File: config.mk
export PLATFORM = sky130hd
export DESIGN_NAME = matmul_sequencer
export DESIGN_NICKNAME = d
export VERILOG_FILES = /design/src/rtl/matmul_sequencer.sv
export SDC_FILE = /design/constraint.sdc
export NUM_CORES = 1
export LEC_CHECK = 0
export CORE_MARGIN = 2
export CORE_UTILIZATION = 32
export CTS_BUF_LIST = sky130_fd_sc_hd__clkbuf_4 sky130_fd_sc_hd__clkbuf_8
export CTS_CLUSTER_DIAMETER = 40
export DETAILED_ROUTE_END_ITERATION = 12
export DONT_BUFFER_PORTS = 1
export HOLD_SLACK_MARGIN = 0.12
export PLACE_DENSITY = 0.58
export SYNTH_ARGS = -nofsm -noshare
export SYNTH_HDL_FRONTEND = slang
export SYNTH_SLANG_ARGS = --single-unit
File: constraint.sdc
create_clock -name clk_i -period 5.9 [get_ports clk_i]
set_input_delay 0.59 -clock clk_i [delete_from_list [all_inputs] [get_ports clk_i]]
set_output_delay 0.59 -clock clk_i [all_outputs]
set_load 0.05 [all_outputs]
File: src/rtl/matmul_sequencer.sv
// Control FSM for the matmul accelerator: clears the PE array, streams K skewed operand
// slices, then writes N result rows (optionally bias-accumulated) into a scratchpad target.
module matmul_sequencer #(
    parameter int unsigned DATA_WIDTH  = 8,
    parameter int unsigned BUS_WIDTH   = 32,
    parameter int unsigned MAX_DIM     = BUS_WIDTH / DATA_WIDTH,
    parameter int unsigned SP_NTARGETS = 4,
    localparam int unsigned DIM_W      = $clog2(MAX_DIM),
    localparam int unsigned TGT_W      = $clog2(SP_NTARGETS),
    localparam int unsigned FEED_W     = $clog2(2 * MAX_DIM + MAX_DIM)
) (
    input  logic               clk_i,
    input  logic               rst_ni,
    input  logic               start_i,
    input  logic               bias_en_i,
    input  logic [DIM_W-1:0]   dim_n_i,
    input  logic [DIM_W-1:0]   dim_k_i,
    input  logic [DIM_W-1:0]   dim_m_i,
    input  logic [TGT_W-1:0]   write_target_i,
    input  logic [TGT_W-1:0]   read_target_i,
    output logic               busy_o,
    output logic               done_o,
    output logic               pe_clear_o,
    output logic               pe_valid_o,
    output logic [FEED_W-1:0]  feed_k_o,
    output logic               feed_zero_o,
    output logic               sp_rd_en_o,
    output logic               sp_wr_en_o,
    output logic [TGT_W+DIM_W-1:0] sp_addr_o,
    output logic               add_bias_o
);

    typedef enum logic [2:0] {StIdle, StClear, StFeed, StSettle, StWb, StDone} state_e;

    state_e              r_state, w_state_next;
    logic [FEED_W-1:0]   r_t, w_t_next;
    logic [DIM_W-1:0]    r_row, w_row_next;
    logic                r_phase, w_phase_next;

    // Dimensions are held in their minus-one encoding; K/N/M = r_dk/r_dn/r_dm + 1.
    logic [DIM_W-1:0]    r_dn, r_dk, r_dm;
    logic                r_bias;
    logic [TGT_W-1:0]    r_wt, r_rt;

    logic [FEED_W-1:0]   w_feed_last;
    logic                w_feed_zero;
    logic                w_start_accept;

    // Last feed step is K+N+M-3, which equals the sum of the minus-one encodings.
    assign w_feed_last    = FEED_W'(r_dk) + FEED_W'(r_dn) + FEED_W'(r_dm);
    assign w_feed_zero    = (r_t > FEED_W'(r_dk));
    assign w_start_accept = (r_state == StIdle) && start_i;

    always_ff @(posedge clk_i or negedge rst_ni) begin
        if (!rst_ni) begin
            r_state <= StIdle;
            r_t     <= '0;
            r_row   <= '0;
            r_phase <= 1'b0;
            r_dn    <= '0;
            r_dk    <= '0;
            r_dm    <= '0;
            r_bias  <= 1'b0;
            r_wt    <= '0;
            r_rt    <= '0;
        end else begin
            r_state <= w_state_next;
            r_t     <= w_t_next;
            r_row   <= w_row_next;
            r_phase <= w_phase_next;
            if (w_start_accept) begin
                r_dn   <= dim_n_i;
                r_dk   <= dim_k_i;
                r_dm   <= dim_m_i;
                r_bias <= bias_en_i;
                r_wt   <= write_target_i;
                r_rt   <= read_target_i;
            end
        end
    end

    always_comb begin
        w_state_next = r_state;
        w_t_next     = r_t;
        w_row_next   = r_row;
        w_phase_next = r_phase;
        unique case (r_state)
            StIdle: begin
                if (start_i) w_state_next = StClear;
            end
            StClear: begin
                w_state_next = StFeed;
                w_t_next     = '0;
            end
            StFeed: begin
                if (r_t == w_feed_last) w_state_next = StSettle;
                else                    w_t_next     = r_t + 1'b1;
            end
            StSettle: begin
                w_state_next = StWb;
                w_row_next   = '0;
                w_phase_next = 1'b0;
            end
            StWb: begin
                // With bias each row takes a read phase followed by a write phase.
                if (r_bias && !r_phase) begin
                    w_phase_next = 1'b1;
                end else begin
                    w_phase_next = 1'b0;
                    if (r_row == r_dn) w_state_next = StDone;
                    else               w_row_next   = r_row + 1'b1;
                end
            end
            StDone: begin
                w_state_next = StIdle;
            end
            default: begin
                w_state_next = StIdle;
            end
        endcase
    end

    always_comb begin
        busy_o      = (r_state != StIdle);
        done_o      = 1'b0;
        pe_clear_o  = 1'b0;
        pe_valid_o  = 1'b0;
        feed_k_o    = '0;
        feed_zero_o = 1'b0;
        sp_rd_en_o  = 1'b0;
        sp_wr_en_o  = 1'b0;
        sp_addr_o   = '0;
        add_bias_o  = 1'b0;
        unique case (r_state)
            StClear: pe_clear_o = 1'b1;
            StFeed: begin
                pe_valid_o  = 1'b1;
                feed_k_o    = r_t;
                feed_zero_o = w_feed_zero;
            end
            StWb: begin
                if (r_bias && !r_phase) begin
                    sp_rd_en_o = 1'b1;
                    sp_addr_o  = {r_rt, r_row};
                end else begin
                    sp_wr_en_o = 1'b1;
                    sp_addr_o  = {r_wt, r_row};
                    add_bias_o = r_bias;
                end
            end
            StDone: done_o = 1'b1;
            default: ;
        endcase
    end

endmodule

==> flow_metrics.env, run 1 <==
export IMPL_synth_area_top_cells="dfrtp_1 44%, mux2_1 10%, ha_1 5.2%"
export IMPL_synth_top_area_share_pct=43.5
export IMPL_die_width_um=65.4
export IMPL_grt_pass1_vias=877
export IMPL_start_util_pct=33.2
export IMPL_cts_sinks=21
export IMPL_routedWlPerCell_um=14.3
export IMPL_most_common_layout_cells="21 x dfrtp_1, 11 x mux2_1, 8 x nand2_1"
export IMPL_r2r_cells=7
export IMPL_vias=848
export IMPL_antenna_left=0
export IMPL_pre_cts_slack_ns=3.38
export IMPL_syn_area_um2=1210
export IMPL_drive_gt1_share_pct=9.57
export IMPL_antenna_cells=0
export IMPL_p_total_uw=803
export IMPL_synth_adder_area_share_pct=8.50
export IMPL_crit_fanout=8
export IMPL_crit_slowest_cell="nor3b_4"
export IMPL_grt_pass1_wl_um=4010
export IMPL_setup_viol=0
export IMPL_die_y_um=65.4
export IMPL_synth_distinct_cells=36
export IMPL_ys_warn_count=0
export IMPL_synth_area_per_cell_um2=10.8
export IMPL_core_rowCount=22
export IMPL_required_ns=5.31
export IMPL_final_hold_violation_count=0
export IMPL_synth_seq_cells=21
export IMPL_via_per_inst=5.20
export IMPL_clk_pin_slew_ns=0.08
export IMPL_worstPathCellList="nor3b_4, o31a_1"
export IMPL_port_buffer_count=0
export IMPL_synth_nets=133
export IMPL_hp_class="input port to flip-flop"
export IMPL_powerDensity_nw_per_um2=610
export IMPL_period_share_pct=44.9
export IMPL_cp_num_cells=2
export IMPL_grt_use_total_pct=12.2
export IMPL_area_growth_pct=9.02
export IMPL_first_pass_iters=4
export IMPL_critical_path_startpoint="r_state[0]"
export IMPL_rsz0062_at_grt="false"
export IMPL_slew_viol_final=0
export IMPL_worst_r2r_endpoint="r_t[2]"
export IMPL_cts_max_level=1
export IMPL_endpoint="feed_zero_o"
export IMPL_cts_buffers=3
export IMPL_worst_pin_slew_ns=0.962
export IMPL_syn_inst=112
export IMPL_clockBufferDepth=2
export IMPL_regToRegStartpoint="r_dn[1]"
export IMPL_synth_xor_area_share_pct=4.35
export IMPL_final_common_cell="dfrtp_1"
export IMPL_crit_family="simple AND/OR/NAND/NOR gates"
export IMPL_worst_setup_path_end_kind="output pin"
export IMPL_dieArea_um2=4280
export IMPL_cp_buffers_inverters=0
export IMPL_core_um2=3630
export IMPL_fillerInstances=391
export IMPL_drcViolationCount=0
export IMPL_cts_resized=0
export IMPL_max_slew_margin_rel_pct=35.7
export IMPL_ios=30
export IMPL_synth_compound_area_share_pct=11.3
export IMPL_status="completed"
export IMPL_fin_nets=137
export IMPL_cts_tree="built"
export IMPL_cp_data_arrival_time_ns=2.06
export IMPL_drtIter0Drc=35
export IMPL_yosysTopAreaCell="dfrtp_1"
export IMPL_period_minus_slack_ns=2.65
export IMPL_leakage_nw=0.582
export IMPL_antenna_found_initial=0
export IMPL_clk_latency_ns=0.26
export IMPL_worstSetupPathType="flip-flop to output pin"
export IMPL_ys_seq_area_share_pct=43.5
export IMPL_gp_congestion=0.793
export IMPL_skew_ns=0.00139
export IMPL_maxCapViolCount=0
export IMPL_grt_max_degree=22
export IMPL_synth_mux_area_share_pct=12.7
export IMPL_fmax_ghz=0.378
export IMPL_ir_drop_v=0.000218
export IMPL_post_synth_and_or_nand_nor_area_fraction_pct=16.2
export IMPL_cts_root_buf="clkbuf_8"
export IMPL_timing_final_ws_setup_ns=3.25
export IMPL_place_hpwl_um=1800
export IMPL_start_kind="flip-flop"
export IMPL_synth_top_family_by_area="simple AND/OR/NAND/NOR gates"
export IMPL_rrSetupSlack_ns=3.39
export IMPL_post_route_util_pct=36.2
export IMPL_overflow=0
export IMPL_slowest_delay_ns=0.73
export IMPL_fin_setup_tns_ns=0
export IMPL_wirelength_um=2340
## stage by stage
step | instance area, um2 | instances | hold WS (ns)
after detailed placement | 1260 | 158 | 0.295
after floorplan | 1210 | 112 | 0.294
after global routing | 1320 | 163 | 0.446
after global placement | 1260 | 158 | 0.295
after CTS | 1320 | 163 | 0.444
final | 1320 | 163 | 0.454
## logic make-up after synthesis
| logic type | Yosys count |
|---|---|
| AO/OA/AOI/OAI | 20 |
| XOR/XNOR | 6 |
| adder cells (fa/ha/maj) | 7 |
| buffers and inverters | 9 |
| flip-flops | 21 |
| multiplexers | 14 |
| AND/OR/NAND/NOR | 35 |
## flip-flops by register name (all words and copies together) (netlist names)
signal,flops
r_wt,2
r_t,4
r_phase,1
r_row,2
r_dn,2
r_rt,2
r_dk,2
r_dm,2
r_state,3
r_bias,1
## synth_stat cells
cell type,instances
mux2i_1,3
nor3_1,3
or2b_1,1
xor2_1,4
dfrtp_1,21
nor2_2,1
o31a_1,1
inv_2,2
and3_1,3
a31oi_1,1
xnor2_1,2
clkbuf_1,1
a22o_1,1
a21oi_1,6
or3_4,1
o41a_1,1
mux2_1,11
nand2_1,8
o21bai_1,1
o32a_1,1
nor2b_1,1
o21ai_1,5
ha_1,5
nor2_1,7
nand2b_1,1
and2b_1,1
buf_6,1
nor3b_4,1
fa_1,2
inv_1,5
or3_1,1
o21ai_0,1
o41ai_2,1
nand3_1,2
and2_1,4
a211oi_1,1
## repair_timing
| action | CTS | global route |
|---|---|---|
| hold buffers | 1 | 0 |
| hold endpoints to repair | 21 | 0 |
| buffers inserted | 0 | 0 |
## worst min path at each step
stage / start / end / slack (ns) / cells after the start
5_1_grt: dim_m_i[0] / r_dm[0] / 0.45 / 1
3_3_place_gp: rst_ni / r_state[1] / 0.30 / 0
6_report: dim_k_i[1] / r_dk[1] / 0.45 / 2
3_5_place_dp: rst_ni / r_t[3] / 0.30 / 0
2_1_floorplan: rst_ni / r_bias / 0.29 / 0
4_1_cts: dim_k_i[1] / r_dk[1] / 0.44 / 2
## power breakdown
part           switching, mW  internal (mW)
combinational          0.278          0.161
clock                 0.0475         0.0476
sequential            0.0638          0.205
## layer usage
| layer | part of all wire, % | vias to the layer above | wire length [um] | global-route usage [%] |
|---|---|---|---|---|
| met3 | 5.5 | 2 | 129 | 4.28 |
| met1 | 48 | 418 | 1120 | 15.5 |
| met2 | 46 | 27 | 1080 | 20.0 |
| met4 | 0.47 | 0 | 11 | 2.34 |
| li1 | - | 401 | - | - |
| met5 | 0 | - | 0 | 0 |
## worst register-to-register path, stage by stage, from the launching register on
cell and delay (ns):
dfrtp_1 0.42, fa_1 0.49, ha_1 0.22, ha_1 0.19, xor2_1 0.19, o41ai_2 0.45, mux2_1 0.36, mux2i_1 0.13
## cell type report
cell class	count	area, um2	share of cell area, %
inverters	7	26.3	2.00
clock buffers	3	41.3	3.14
well taps	48	60.1	4.56
repair buffers	1	10.0	0.760
flip-flops and latches	21	526	39.9
multi-input cells	82	646	49.0
clock inverters	1	7.51	0.570
(Power assumes the default switching activity.)
==> inputs of run 2 (changes only) <==
--- a/config.mk
+++ b/config.mk
@@ -5,6 +5,7 @@
 export SDC_FILE = /design/constraint.sdc
 export NUM_CORES = 1
 export LEC_CHECK = 0
+export ABC_AREA = 1
 export CORE_MARGIN = 2
 export CORE_UTILIZATION = 32
 export CTS_BUF_LIST = sky130_fd_sc_hd__clkbuf_4 sky130_fd_sc_hd__clkbuf_8
==> constraint.sdc (replaced) <==
create_clock -name clk_i -period 2.5 [get_ports clk_i]
set_input_delay 0.25 -clock clk_i [delete_from_list [all_inputs] [get_ports clk_i]]
set_output_delay 0.25 -clock clk_i [all_outputs]
set_load 0.05 [all_outputs]
==> run 2 against run 1 <==
  * Worst hold slack worse by 0.32 ns
  * Global-route usage is 1.3 points higher
  * Synthesized cell count is 33% higher
  * Wire length is 11% higher
  * Setup slack worse by 2.9 ns
  * Register-to-register slack worse by 3.0 ns
  * Cell area is 14% higher
  * Critical path type is now flip-flop to flip-flop
==> flow_metrics.env, run 2 <==
export IMPL_required_ns=2.65
export IMPL_post_synth_and_or_nand_nor_area_fraction_pct=27.6
export IMPL_cts_root_buf="clkbuf_8"
export IMPL_ys_warn_count=0
export IMPL_grt_pass1_wl_um=4610
export IMPL_cts_resized=0
export IMPL_rsz0062_at_grt="false"
export IMPL_cts_sinks=21
export IMPL_clk_latency_ns=0.26
export IMPL_r2r_cells=12
export IMPL_min_path_cells=1
export IMPL_place_hpwl_um=2050
export IMPL_synth_adder_area_share_pct=8.13
export IMPL_synth_seq_cells=21
export IMPL_syn_inst=149
export IMPL_start_kind="flip-flop"
export IMPL_grt_pass1_vias=1037
export IMPL_start_util_pct=34.0
export IMPL_crit_slowest_cell="fa_1"
export IMPL_drtIter0Drc=38
export IMPL_fin_cells=214
export IMPL_fmax_ghz=0.468
export IMPL_syn_area_um2=1260
export IMPL_cts_buffers=3
export IMPL_largest_reg_flops=4
export IMPL_synth_area_per_cell_um2=8.47
export IMPL_worstPathCellList="fa_1, ha_1, ha_1, inv_1, nand2_1, nand2_1, nor2_1, nand2_1, nand2_2, inv_1, nand2_1, nand2_1"
export IMPL_skew_ns=0.00175
export IMPL_critical_path_startpoint="r_dn[1]"
export IMPL_clockBufferDepth=2
export IMPL_wl_met3_um=226
export IMPL_cp_buffers_inverters=2
export IMPL_period_minus_slack_ns=2.14
export IMPL_area_growth_pct=19.0
export IMPL_synth_ff_type="dfrtp_1"
export IMPL_grt_max_degree=22
export IMPL_final_area_um2=1500
export IMPL_drt_met1_wl_um=1150
export IMPL_synth_nets=170
export IMPL_synth_area_top_cells="dfrtp_1 42%, nand2_1 12%, inv_1 5.6%"
export IMPL_async_reset_ff_share_pct=100
export IMPL_final_common_cell="nand2_1"
export IMPL_fin_setup_tns_ns=0
export IMPL_dieArea_um2=4460
export IMPL_synth_compound_area_share_pct=3.87
export IMPL_worstSetupPathType="flip-flop to flip-flop"
export IMPL_period_share_pct=85.5
export IMPL_port_buffer_count=0
export IMPL_postCtsHoldBufs=1
export IMPL_reg_largest_list="r_t (4), r_state (3)"
export IMPL_slowest_delay_ns=0.48
export IMPL_hp_start="dim_k_i[0]"
export IMPL_cts_max_level=1
export IMPL_grt_use_total_pct=13.5
export IMPL_hp_class="input port to flip-flop"
export IMPL_antenna_found_initial=0
export IMPL_maxCapViolCount=0
export IMPL_fin_nets=188
export IMPL_cp_data_arrival_time_ns=2.29
export IMPL_clk_pin_slew_ns=0.08
export IMPL_die_width_um=66.8
export IMPL_vias=992
export IMPL_yosysTopAreaCell="dfrtp_1"
export IMPL_ios=30
export IMPL_worst_setup_path_end_kind="flip-flop"
export IMPL_first_pass_iters=4
export IMPL_cts_tree="built"
export IMPL_overflow=0
export IMPL_drive_gt1_share_pct=22.3
export IMPL_crit_path_frequent_cell="nand2_1"
export IMPL_p_int_mw=1.05
export IMPL_status="completed"
export IMPL_drcViolationCount=0
export IMPL_post_route_util_pct=40.4
export IMPL_powerDensity_nw_per_um2=1360
export IMPL_synth_xor_area_share_pct=2.78
export IMPL_synth_edf_count=0
export IMPL_dpl_cell_area_um2=1440
export IMPL_die_y_um=66.8
export IMPL_route_met2_wl_um=1200
export IMPL_crit_fanout=7
export IMPL_final_hold_violation_count=0
export IMPL_slew_viol_final=0
export IMPL_ir_drop_v=0.000450
export IMPL_synth_common_cells="40 x nand2_1, 21 x dfrtp_1, 19 x inv_1"
export IMPL_core_um2=3720
export IMPL_cp_num_cells=12
export IMPL_power_share_combinational_pct=57.2
export IMPL_setup_viol=0
export IMPL_topRoutingLayerUsed="met4"
export IMPL_wirelength_um=2600
export IMPL_antenna_left=0
export IMPL_synth_top_area_share_pct=41.6
export IMPL_power_frac_clock_pct=11.5
export IMPL_leakage_nw=0.801
export IMPL_ys_seq_area_share_pct=41.6
export IMPL_synth_top_family_by_area="simple AND/OR/NAND/NOR gates"
export IMPL_crit_family="adder cells"
export IMPL_regToRegStartpoint="r_dn[1]"
export IMPL_seq_power_share_pct=31.2
export IMPL_yosysMostFrequentCell="nand2_1"
export IMPL_worst_pin_slew_ns=0.964
export IMPL_switching_share_pct=48.3
export IMPL_synth_distinct_cells=24
export IMPL_most_common_layout_cells="40 x nand2_1, 21 x dfrtp_1, 19 x inv_1"
export IMPL_synth_mux_area_share_pct=8.33
export IMPL_top_register="r_t"
export IMPL_place_inst=209
export IMPL_routedWlPerCell_um=12.1
export IMPL_antenna_cells=0
export IMPL_postCtsSetupRepairBufs=0
export IMPL_via_per_inst=4.64
export IMPL_core_rowCount=22
export IMPL_max_slew_margin_rel_pct=35.5
export IMPL_p_sw_uw=985
export IMPL_gp_congestion=0.840
==> run 2: cell count changes in the layout (fill, tap and decap cells not counted), moves of 5 or more <==
cell,before,now
buf_4,0,11
mux2_1,11,0
inv_1,5,19
nand3_1,2,9
o21ai_1,5,0
nor2_1,7,18
nand2_1,8,40
==> run 2: cells by family after synthesis <==
family / after synthesis
AOI/OAI and AO/OA: 8
xor gates and xnor gates: 4
adders and majority gates: 7
buffers and inverters: 24
DFF: 21
muxes: 8
and+or+nand+nor: 77
==> run 2: final cells by class <==
cell class	count	area [um2]
multi-input cells	104	649
clock buffers	4	48.8
inverters	23	86.3
flip-flops and latches	21	526
repair buffers	14	133
well taps	48	60.1
fillers	379	2210
==> run 2: final timing paths <==
check	end	slack (ns)
setup / recovery	r_t[0]	0.36
hold / removal	r_dk[0]	0.13
setup reg to reg	r_t[0]	0.36
hold reg to reg	r_rt[0]	0.51
max in group asynchronous	r_dm[1]	1.33
min in group asynchronous	r_t[3]	0.59
==> run 2: stage by stage <==
stage | total power, mW | setup slack, ns | hold WS (ns)
3_3_place_gp | 1.76 | 0.463 | -0.0450
5_1_grt | 2.25 | 0.242 | 0.121
4_1_cts | 2.07 | 0.340 | 0.127
6_report | 2.04 | 0.363 | 0.130
3_5_place_dp | 1.81 | 0.351 | -0.0450
2_1_floorplan | 1.56 | 0.256 | -0.0456
==> run 2: layer usage <==
layer	track usage [%]	vias to the layer above
li1	-	499
met1	16.3	461
met2	22.4	30
met3	4.22	2
met4	4.85	0
met5	0	-
==> run 2: power by group through the flow <==
| stage | sequential, mW | clock [mW] | combinational (mW) |
|---|---|---|---|
| after detailed placement | 0.644 | 0 | 1.17 |
| final | 0.636 | 0.235 | 1.17 |
| after global placement | 0.634 | 0 | 1.13 |
| after global routing | 0.665 | 0.255 | 1.33 |
| after CTS | 0.640 | 0.242 | 1.18 |
| after floorplan | 0.600 | 0 | 0.958 |
